File: config.mk
export PLATFORM = sky130hd
export DESIGN_NAME = fp_div_arbiter
export DESIGN_NICKNAME = d
export VERILOG_FILES = /design/src/rtl/fp_div_arbiter_pkg.sv /design/src/rtl/fp_div_arbiter_rr_arbiter.sv /design/src/rtl/fp_div_arbiter.sv
export SDC_FILE = /design/constraint.sdc
export NUM_CORES = 1
export LEC_CHECK = 0
export ABC_AREA = 0
export BUFFER_PORTS_ARGS = -buffer_cell sky130_fd_sc_hd__buf_2
export CORE_AREA = 5 5 162 164
export DETAILED_ROUTE_END_ITERATION = 8
export DIE_AREA = 0 0 167 169
export PLACE_DENSITY_LB_ADDON = 0.2
export SLEW_MARGIN = 20
export SYNTH_ARGS = -nofsm -noshare
export SYNTH_HDL_FRONTEND = slang
export SYNTH_SLANG_ARGS = --single-unit
File: constraint.sdc
create_clock -name clk -period 4 [get_ports clk]
set_clock_uncertainty 0.1 [all_clocks]
set_input_delay 0 -clock clk [delete_from_list [all_inputs] [get_ports clk]]
set_output_delay 0 -clock clk [all_outputs]
set_load 0.1 [all_outputs]
File: src/rtl/fp_div_arbiter_pkg.sv
// Shared types for the FP32 divider arbiter: tag layout, status flags, arbiter FSM states.
package rtacc_div_pkg;
  localparam int FP_W   = 32;
  localparam int FLAG_W = 5;

  typedef logic [FLAG_W-1:0] fp_flags_t;

  typedef enum logic [1:0] {
    RUN        = 2'd0,
    DRAIN      = 2'd1,
    DRAIN_HOLD = 2'd2
  } arb_state_t;

  // Tag layout for the default build (4 requesters, 5-bit tag): sequence number above requester id
  localparam int DEF_ID_W  = 2;
  localparam int DEF_SEQ_W = 3;

  typedef struct packed {
    logic [DEF_SEQ_W-1:0] seq;
    logic [DEF_ID_W-1:0]  id;
  } div_tag_t;
endpackage

File: src/rtl/fp_div_arbiter_rr_arbiter.sv
// Round-robin pick: first asserted request at or after the pointer, wrapping.
module rr_arbiter #(
  parameter int N  = 4,
  parameter int IW = 2
) (
  input  logic [N-1:0]  i_req,
  input  logic [IW-1:0] i_ptr,
  output logic [N-1:0]  o_gnt,
  output logic [IW-1:0] o_gnt_id,
  output logic          o_any
);
  logic [IW:0] w_idx;

  always_comb begin
    w_idx    = '0;
    o_any    = 1'b0;
    o_gnt_id = '0;
    for (int i = 0; i < N; i++) begin
      w_idx = {1'b0, i_ptr} + (IW+1)'(i);
      if (w_idx >= (IW+1)'(N)) w_idx = w_idx - (IW+1)'(N);
      if (!o_any && i_req[w_idx[IW-1:0]]) begin
        o_any    = 1'b1;
        o_gnt_id = w_idx[IW-1:0];
      end
    end
    o_gnt = o_any ? (N'(1) << o_gnt_id) : '0;
  end
endmodule

File: src/rtl/fp_div_arbiter.sv
// Shares one FP32 divider among NUM_REQ requesters: round-robin grant, registered issue,
// in-flight credit limit, tag-routed responses and a drain handshake.
module fp_div_arbiter
  import rtacc_div_pkg::*;
#(
  parameter int NUM_REQ = 4,
  parameter int TAG_W   = 5,
  parameter int MAX_OUT = 6
) (
  input  logic                          clk,
  input  logic                          rst,
  input  logic [NUM_REQ-1:0]            req_valid_i,
  output logic [NUM_REQ-1:0]            req_ready_o,
  input  logic [NUM_REQ-1:0][FP_W-1:0]  req_a_i,
  input  logic [NUM_REQ-1:0][FP_W-1:0]  req_b_i,
  output logic [NUM_REQ-1:0]            rsp_valid_o,
  output logic [FP_W-1:0]               rsp_data_o,
  output fp_flags_t                     rsp_flags_o,
  output logic                          div_valid_o,
  input  logic                          div_ready_i,
  output logic [FP_W-1:0]               div_a_o,
  output logic [FP_W-1:0]               div_b_o,
  output logic [TAG_W-1:0]              div_tag_o,
  input  logic                          div_valid_i,
  input  logic [FP_W-1:0]               div_result_i,
  input  fp_flags_t                     div_flags_i,
  input  logic [TAG_W-1:0]              div_tag_i,
  input  logic                          drain_i,
  output logic                          drain_done_o,
  output logic                          busy_o,
  output logic                          err_o
);
  localparam int ID_W  = $clog2(NUM_REQ);
  localparam int SEQ_W = TAG_W - ID_W;
  localparam int CNT_W = $clog2(MAX_OUT + 1);

  arb_state_t          r_state, w_state_nxt;
  logic [ID_W-1:0]     r_ptr;
  logic [SEQ_W-1:0]    r_seq;
  logic [CNT_W-1:0]    r_cnt;
  logic                r_div_vld;
  logic [FP_W-1:0]     r_div_a, r_div_b;
  logic [TAG_W-1:0]    r_div_tag;
  logic [NUM_REQ-1:0]  r_rsp_vld;
  logic [FP_W-1:0]     r_rsp_data;
  fp_flags_t           r_rsp_flags;
  logic                r_done, r_err;

  logic [NUM_REQ-1:0]  w_gnt;
  logic [ID_W-1:0]     w_gnt_id, w_tag_id;
  logic                w_any, w_run, w_done_set;
  logic                w_issue_free, w_grant_en, w_accept;
  logic                w_dec, w_no_cnt, w_bad_id, w_rsp_ok;

  rr_arbiter #(.N(NUM_REQ), .IW(ID_W)) u_rr (
    .i_req    (req_valid_i),
    .i_ptr    (r_ptr),
    .o_gnt    (w_gnt),
    .o_gnt_id (w_gnt_id),
    .o_any    (w_any)
  );

  assign w_issue_free = !r_div_vld || div_ready_i;
  assign w_grant_en   = w_issue_free && (r_cnt < CNT_W'(MAX_OUT));
  assign w_accept     = w_run && w_grant_en && w_any;

  assign w_tag_id = div_tag_i[ID_W-1:0];
  assign w_no_cnt = div_valid_i && (r_cnt == '0);
  assign w_bad_id = ({1'b0, w_tag_id} >= (ID_W+1)'(NUM_REQ));
  assign w_dec    = div_valid_i && (r_cnt != '0);
  assign w_rsp_ok = w_dec && !w_bad_id;

  always_ff @(posedge clk) begin
    if (rst) r_state <= RUN;
    else     r_state <= w_state_nxt;
  end

  always_comb begin
    w_state_nxt = r_state;
    case (r_state)
      RUN:        if (drain_i) w_state_nxt = DRAIN;
      DRAIN:      if (r_cnt == '0) w_state_nxt = drain_i ? DRAIN_HOLD : RUN;
      DRAIN_HOLD: if (!drain_i) w_state_nxt = RUN;
      default:    w_state_nxt = RUN;
    endcase
  end

  always_comb begin
    w_run       = (r_state == RUN);
    w_done_set  = (r_state == DRAIN) && (r_cnt == '0);
    req_ready_o = (w_run && w_grant_en) ? w_gnt : '0;
  end

  // Issue register holds operands stable until the divider takes them
  always_ff @(posedge clk) begin
    if (rst) begin
      r_div_vld <= 1'b0;
      r_div_a   <= '0;
      r_div_b   <= '0;
      r_div_tag <= '0;
      r_seq     <= '0;
      r_ptr     <= '0;
    end else if (w_accept) begin
      r_div_vld <= 1'b1;
      r_div_a   <= req_a_i[w_gnt_id];
      r_div_b   <= req_b_i[w_gnt_id];
      r_div_tag <= {r_seq, w_gnt_id};
      r_seq     <= r_seq + SEQ_W'(1);
      r_ptr     <= (w_gnt_id == ID_W'(NUM_REQ-1)) ? '0 : w_gnt_id + ID_W'(1);
    end else if (div_ready_i) begin
      r_div_vld <= 1'b0;
    end
  end

  always_ff @(posedge clk) begin
    if (rst) begin
      r_cnt <= '0;
    end else if (w_accept && !w_dec) begin
      r_cnt <= r_cnt + CNT_W'(1);
    end else if (!w_accept && w_dec) begin
      r_cnt <= r_cnt - CNT_W'(1);
    end
  end

  // Unexpected or misrouted returns are dropped; only reset clears the error
  always_ff @(posedge clk) begin
    if (rst) begin
      r_rsp_vld   <= '0;
      r_rsp_data  <= '0;
      r_rsp_flags <= '0;
      r_done      <= 1'b0;
      r_err       <= 1'b0;
    end else begin
      r_rsp_vld <= w_rsp_ok ? (NUM_REQ'(1) << w_tag_id) : '0;
      if (w_rsp_ok) begin
        r_rsp_data  <= div_result_i;
        r_rsp_flags <= div_flags_i;
      end
      r_done <= w_done_set;
      r_err  <= r_err | w_no_cnt | (div_valid_i && w_bad_id);
    end
  end

  assign div_valid_o  = r_div_vld;
  assign div_a_o      = r_div_a;
  assign div_b_o      = r_div_b;
  assign div_tag_o    = r_div_tag;
  assign rsp_valid_o  = r_rsp_vld;
  assign rsp_data_o   = r_rsp_data;
  assign rsp_flags_o  = r_rsp_flags;
  assign drain_done_o = r_done;
  assign busy_o       = (r_cnt != '0);
  assign err_o        = r_err;
endmodule

Yosys cells after proc, flatten, opt, wreduce, memory -nomap -nowiden
Index checks and enable logic that the tools add are counted.
{ "classes": {"addsub": 11, "magnitude_cmp": 10, "n_eq_ne": 6, "shifts": 2, "mux": 36, "n_bitwise": 2, "n_reduce_logical": 25} }
{ "op_table": {"columns": ["op", "n"], "rows": [
  ["$bmux 32 s2", 2],
  ["$mux 32", 2],
  ["$mux 2", 13],
  ["$lt 2x3->1 const B", 5],
  ["$logic_and 1x1->1", 11],
  ["$mux 1", 10],
  ["$ge 3x3->1 const B", 3],
  ["$bmux 1 s2", 4],
  ["$mux 4", 2],
  ["$shl 1x2->4 const A", 2],
  ["$sub 2x1->2 const B", 4],
  ["$add 2x2->3 const B", 2],
  ["$add 3x1->3 const B", 2],
  ["$logic_not 1->1", 6],
  ["$mux 3", 2],
  ["$ne 2x2->1 const B", 3],
  ["$pmux 2 s3", 1],
  ["$eq 2x2->1 const B", 2],
  ["$reduce_bool 2->1", 2],
  ["$add 2x1->3 const B", 1],
  ["$ge 2x3->1 const B", 1],
  ["$logic_not 3->1", 1],
  ["$lt 3x3->1 const B", 1],
  ["$reduce_and 3->1", 1],
  ["other kinds (9)", 9]
]} }
{ "word_totals": {"regBits": 123, "in_bits": 307, "output_inout_bits": 118, "word_cells": 105} }

Longest topological paths before layout
{ "depth": {"word_depth": 19, "ltp_mapped": 11, "mapped_depth_nobuf": 10} }

Cells and area by module
A second synthesis with hierarchy kept.
{ "hier_totals": {"hier_cells": 680, "area_unflattened_um2": 6671.4} }
{ "by_module_without_submodules": {"columns": ["mod", "n_inst", "cells_per_inst", "area_per_inst_um2"], "rows": [
  ["fp_div_arbiter", 1, 648, 6488.7],
  ["rr_arbiter", 1, 32, 182.7]
]} }

Worst setup path before layout
OpenSTA, ideal clock, no wires.
{ "synth_path": {"path_type": "reg-to-reg", "start": "register r_cnt[0]", "end": "register r_cnt[2]", "setup_time_ps": 70, "arrival_time_ps": 2685, "t_required_ps": 3830, "slack_ps": 1145, "stages_incl_launch_ff": 12, "synth_period_minus_slack_ps": 2855, "path_cell_list": "dfxtp_1 -> nor3_1 -> inv_2 -> and2_1 -> inv_2 -> buf_2 -> ha_1 -> inv_1 -> fa_1 -> xor2_1 -> or3_1 -> a21oi_1"} }
{ "synth_via": {"word_cells_on_any_way": 15, "cone_classes": "add/sub: 2; order compare: 1; mux: 2; reduce/logical: 10"} }
{ "synth_lines": {"columns": ["item", "line", "source"], "rows": [
  ["from (decl)", "fp_div_arbiter.sv:40", "logic [CNT_W-1:0] r_cnt;"],
  ["from (signal assigned)", "fp_div_arbiter.sv:119", "r_cnt <= r_cnt + CNT_W'(1);"],
  ["from (signal assigned)", "fp_div_arbiter.sv:121", "r_cnt <= r_cnt - CNT_W'(1);"],
  ["$reduce_bool 3->1 (*)", null, null],
  ["named net busy_o", "fp_div_arbiter.sv:30", "output logic busy_o,"],
  ["$logic_and 1x1->1 (*)", "fp_div_arbiter.sv:70", "assign w_dec = div_valid_i && (r_cnt != '0);"],
  ["$logic_not 1->1", "fp_div_arbiter.sv:118", "end else if (w_accept && !w_dec) begin"],
  ["$logic_and 1x1->1", "fp_div_arbiter.sv:118", null],
  ["$mux 3 or $reduce_bool 2->1 (tied branches)", null, null]
]} }
The timed path passes the listed nets; every way through them passes the cells marked *. The select of a mux whose other input is x is not followed.
A chain may end at the register's enable or synchronous reset.

Final worst setup path
{ "layout_path": {"start": "register r_ptr[1]", "end": "register r_div_b[15] (netlist: div_b_o[15])"} }
{ "layout_via": {"elab_chain_len": 16, "word_cells_on_any_way": 40, "cone_classes": "add/sub: 7; order compare: 4; mux: 22; reduce/logical: 7"} }
{ "layout_rtl": {"columns": ["item", "line", "source"], "rows": [
  ["from (decl)", "fp_div_arbiter.sv:38", "logic [ID_W-1:0] r_ptr;"],
  ["from (signal assigned)", "fp_div_arbiter.sv:109", "r_ptr <= (w_gnt_id == ID_W'(NUM_REQ-1)) ? '0 : w_gnt_id + ID_W'(1);"],
  ["branches (longest 16 deep; another with $add 2x1->3)", null, null],
  ["to (signal assigned)", "fp_div_arbiter.sv:106", "r_div_b <= req_b_i[w_gnt_id];"],
  ["to (decl)", "fp_div_arbiter.sv:42", "logic [FP_W-1:0] r_div_a, r_div_b;"]
]} }
Parallel ways; which one is timed is not known. The select of a mux whose other input is x is not followed.

==> impl_metrics.env <==
export IMPL_setup_viol=0
export IMPL_final_cell_mix="buf_2, dlygate4sd3_1, nand2_1"
export IMPL_hpwl_um=18300
export IMPL_dpl_instance_area_um2=8240
export IMPL_min_period_ns=3.53
export IMPL_clk_latency_ns=0.41
export IMPL_synth_flop_cell="dfxtp_1"
export IMPL_first_pass_iters=4
export IMPL_coreArea_um2=24700
export IMPL_synth_edff_count=0
export IMPL_multi_input_area_um2=3110
export IMPL_grt_setup_unrepaired="false"
export IMPL_drt_total_wl_um=26700
export IMPL_htreeDepth=4
export IMPL_hp_class="input pin to register"
export IMPL_avgSynthCellArea_um2=9.54
export IMPL_antenna_found_initial=1
export IMPL_grt_pass1_vias=7728
export IMPL_seq_area_um2=2460
export IMPL_ios=425
export IMPL_power_per_cell_area_nw_per_um2=699
export IMPL_cts_resized=0
export IMPL_endpoint_kind="register"
export IMPL_grt_first_pass_wirelength_um=41300
export IMPL_yosys_area_top_type_share_pct=40.8
export IMPL_ys_warn_count=0
export IMPL_nets=1588
export IMPL_die_area_um2=28200
export IMPL_postRouteAntennaNets=0
export IMPL_drive_gt1_share_pct=36.9
export IMPL_cts_sinks=123
export IMPL_post_cts_buffers=0
export IMPL_start_kind="register"
export IMPL_clk_path_buf_depth=2
export IMPL_peakVddDrop_v=0.000301
export IMPL_clk_pin_slew_worst_paths_ns=0.06
export IMPL_status="finished clean"
export IMPL_vias_per_cell=4.49
export IMPL_initial_core_util_pct=24.4
export IMPL_syn_cell_area_um2=6040
export IMPL_timing_fmax_mhz=283
export IMPL_ctsRootBufferMaster="clkbuf_16"
export IMPL_cts_tree="yes"
export IMPL_post_route_drc_count=0
export IMPL_post_route_util_pct=45.3
export IMPL_final_common_cell="buf_2"
export IMPL_synth_area_leaders="dfxtp_1, mux2i_1, nand2_1, o221ai_1, a21oi_1"
export IMPL_netlist_instances=633
export IMPL_fin_area_um2=11200
export IMPL_worst_slew_pin_slew_ns=0.968
export IMPL_synthesis_nets=947
export IMPL_synth_largest_area_cell="dfxtp_1"
export IMPL_vias=7265
export IMPL_whs_ns=0.0815
export IMPL_grt_max_degree=65
export IMPL_syn_to_final_growth_pct=85.7
export IMPL_maxSlewHeadroom_pct=35.5
export IMPL_cap_violations=0
export IMPL_hold_violations=0
export IMPL_synth_cell_types=43
export IMPL_power_leakage_nw=5.39
export IMPL_path_class="register to register"
export IMPL_num_fill_cells=2416
export IMPL_gr_total_overflow=0
export IMPL_detail_route_wl_per_cell_um=16.5
export IMPL_ys_ff_latch=123
export IMPL_die_x_um=167
export IMPL_routabilityCongestion=0.890
export IMPL_period_share_pct=88.2
export IMPL_fin_tns_setup_ns=0
export IMPL_required_ns=4.20
export IMPL_grtUsageTotal_pct=18.0
export IMPL_synth_seq_area_share_pct=40.8
export IMPL_row_count=58
export IMPL_drt_iter0_drc=266
export IMPL_ys_async_sr_fraction_pct=0
export IMPL_regToRegSetupSlack_ns=0.47
export IMPL_die_y_um=169
export IMPL_slew_viol_final=0
export IMPL_crit_fanout=27
export IMPL_diodes=0
export IMPL_numPortBuffers=421
export IMPL_worstPathArrival_ns=3.72
export IMPL_cts_buffers=17
metal layers:
metal  vias up  global-route usage [%]  share of wire (%)
li1       3565                       -                  -
met1      3353                    19.8                 39
met4         2                    6.23                2.8
met2       295                    32.0                 50
met5         -                       0              0.049
met3        50                    6.68                8.7
cell usage after synthesis, drive strengths merged (2+ instances only):
| library cell | instances |
|---|---|
| o21ai | 2 |
| a211oi | 2 |
| xor2 | 3 |
| and2 | 5 |
| inv | 8 |
| nand2 | 156 |
| or3 | 2 |
| a21oi | 51 |
| mux2i | 129 |
| dfxtp | 123 |
| clkbuf | 17 |
| nor4b | 2 |
| nor3 | 3 |
| nand2b | 3 |
| nor2 | 9 |
| ha | 6 |
| o221ai | 64 |
| buf | 33 |
worst max-delay path, cell delays in order, from the launching register on:
cell	delay, ns
dfxtp_1	0.37
a21o_1	0.18
a21oi_1	0.17
o22a_4	0.46
buf_4	0.37
buf_4	0.25
mux2i_1	0.21
dlygate4sd3_1	0.58
o221ai_1	0.11
dlygate4sd3_1	0.58
cell type report:
cell class | instances | area share (%)
inverters | 8 | 0.290
clock buffers | 19 | 3.95
well taps | 330 | 3.68
repair buffers | 673 | 41.1
clock inverters | 13 | 1.27
flip-flops and latches | 123 | 22.0
multi-input cells | 451 | 27.7
power by group:
part	switching [mW]	internal, mW	leakage (nW)	total [mW]
Sequential	0.164	1.55	1.01	1.71
Combinational	3.29	1.28	4.09	4.57
Clock	0.611	0.938	0.284	1.55
Total	4.07	3.77	5.39	7.84
logic make-up after synthesis:
kind of cell,Yosys count,share of synthesized area [%]
simple gates,187,13.1
buf+inv,59,7.86
fa+ha+maj,7,1.58
xor+xnor,4,0.581
mux,130,21.6
flops,123,40.8
compound gates,123,14.5
through the flow:
step | total power, mW | instances | setup slack (ns)
after global routing | 8.21 | 1617 | 0.257
after detailed placement | 5.78 | 1347 | 1.18
after floorplan | 5.10 | 633 | 1.14
after global placement | 5.77 | 1347 | 1.23
final | 7.84 | 1617 | 0.472
after CTS | 7.90 | 1617 | 0.441
what timing repair did:
item,4_1_cts,5_1_grt
setup endpoints to repair,0,0
endpoints found under the hold margin,111,0
hold buffers,238,0
worst paths after layout:
check / startpoint / to / cells past startpoint
worst max register to register: r_ptr[1] / div_b_o[15] / 9
worst max-delay path: r_ptr[1] / div_b_o[15] / 9
worst min register to register: rsp_data_o[3] / rsp_data_o[3] / 2
worst min-delay path: req_valid_i[2] / r_ptr[0] / 6
registers in the layout, indices dropped and copies added, names as in the netlist:
name / cells
rsp_data_o: 32
div_tag_o: 5
div_a_o: 32
rsp_flags_o: 5
r_seq: 3
div_b_o: 32
rsp_valid_o: 4
r_cnt: 3
r_state: 2
err_o: 1
r_ptr: 2
div_valid_o: 1
drain_done_o: 1
(Power assumes the default switching activity.)
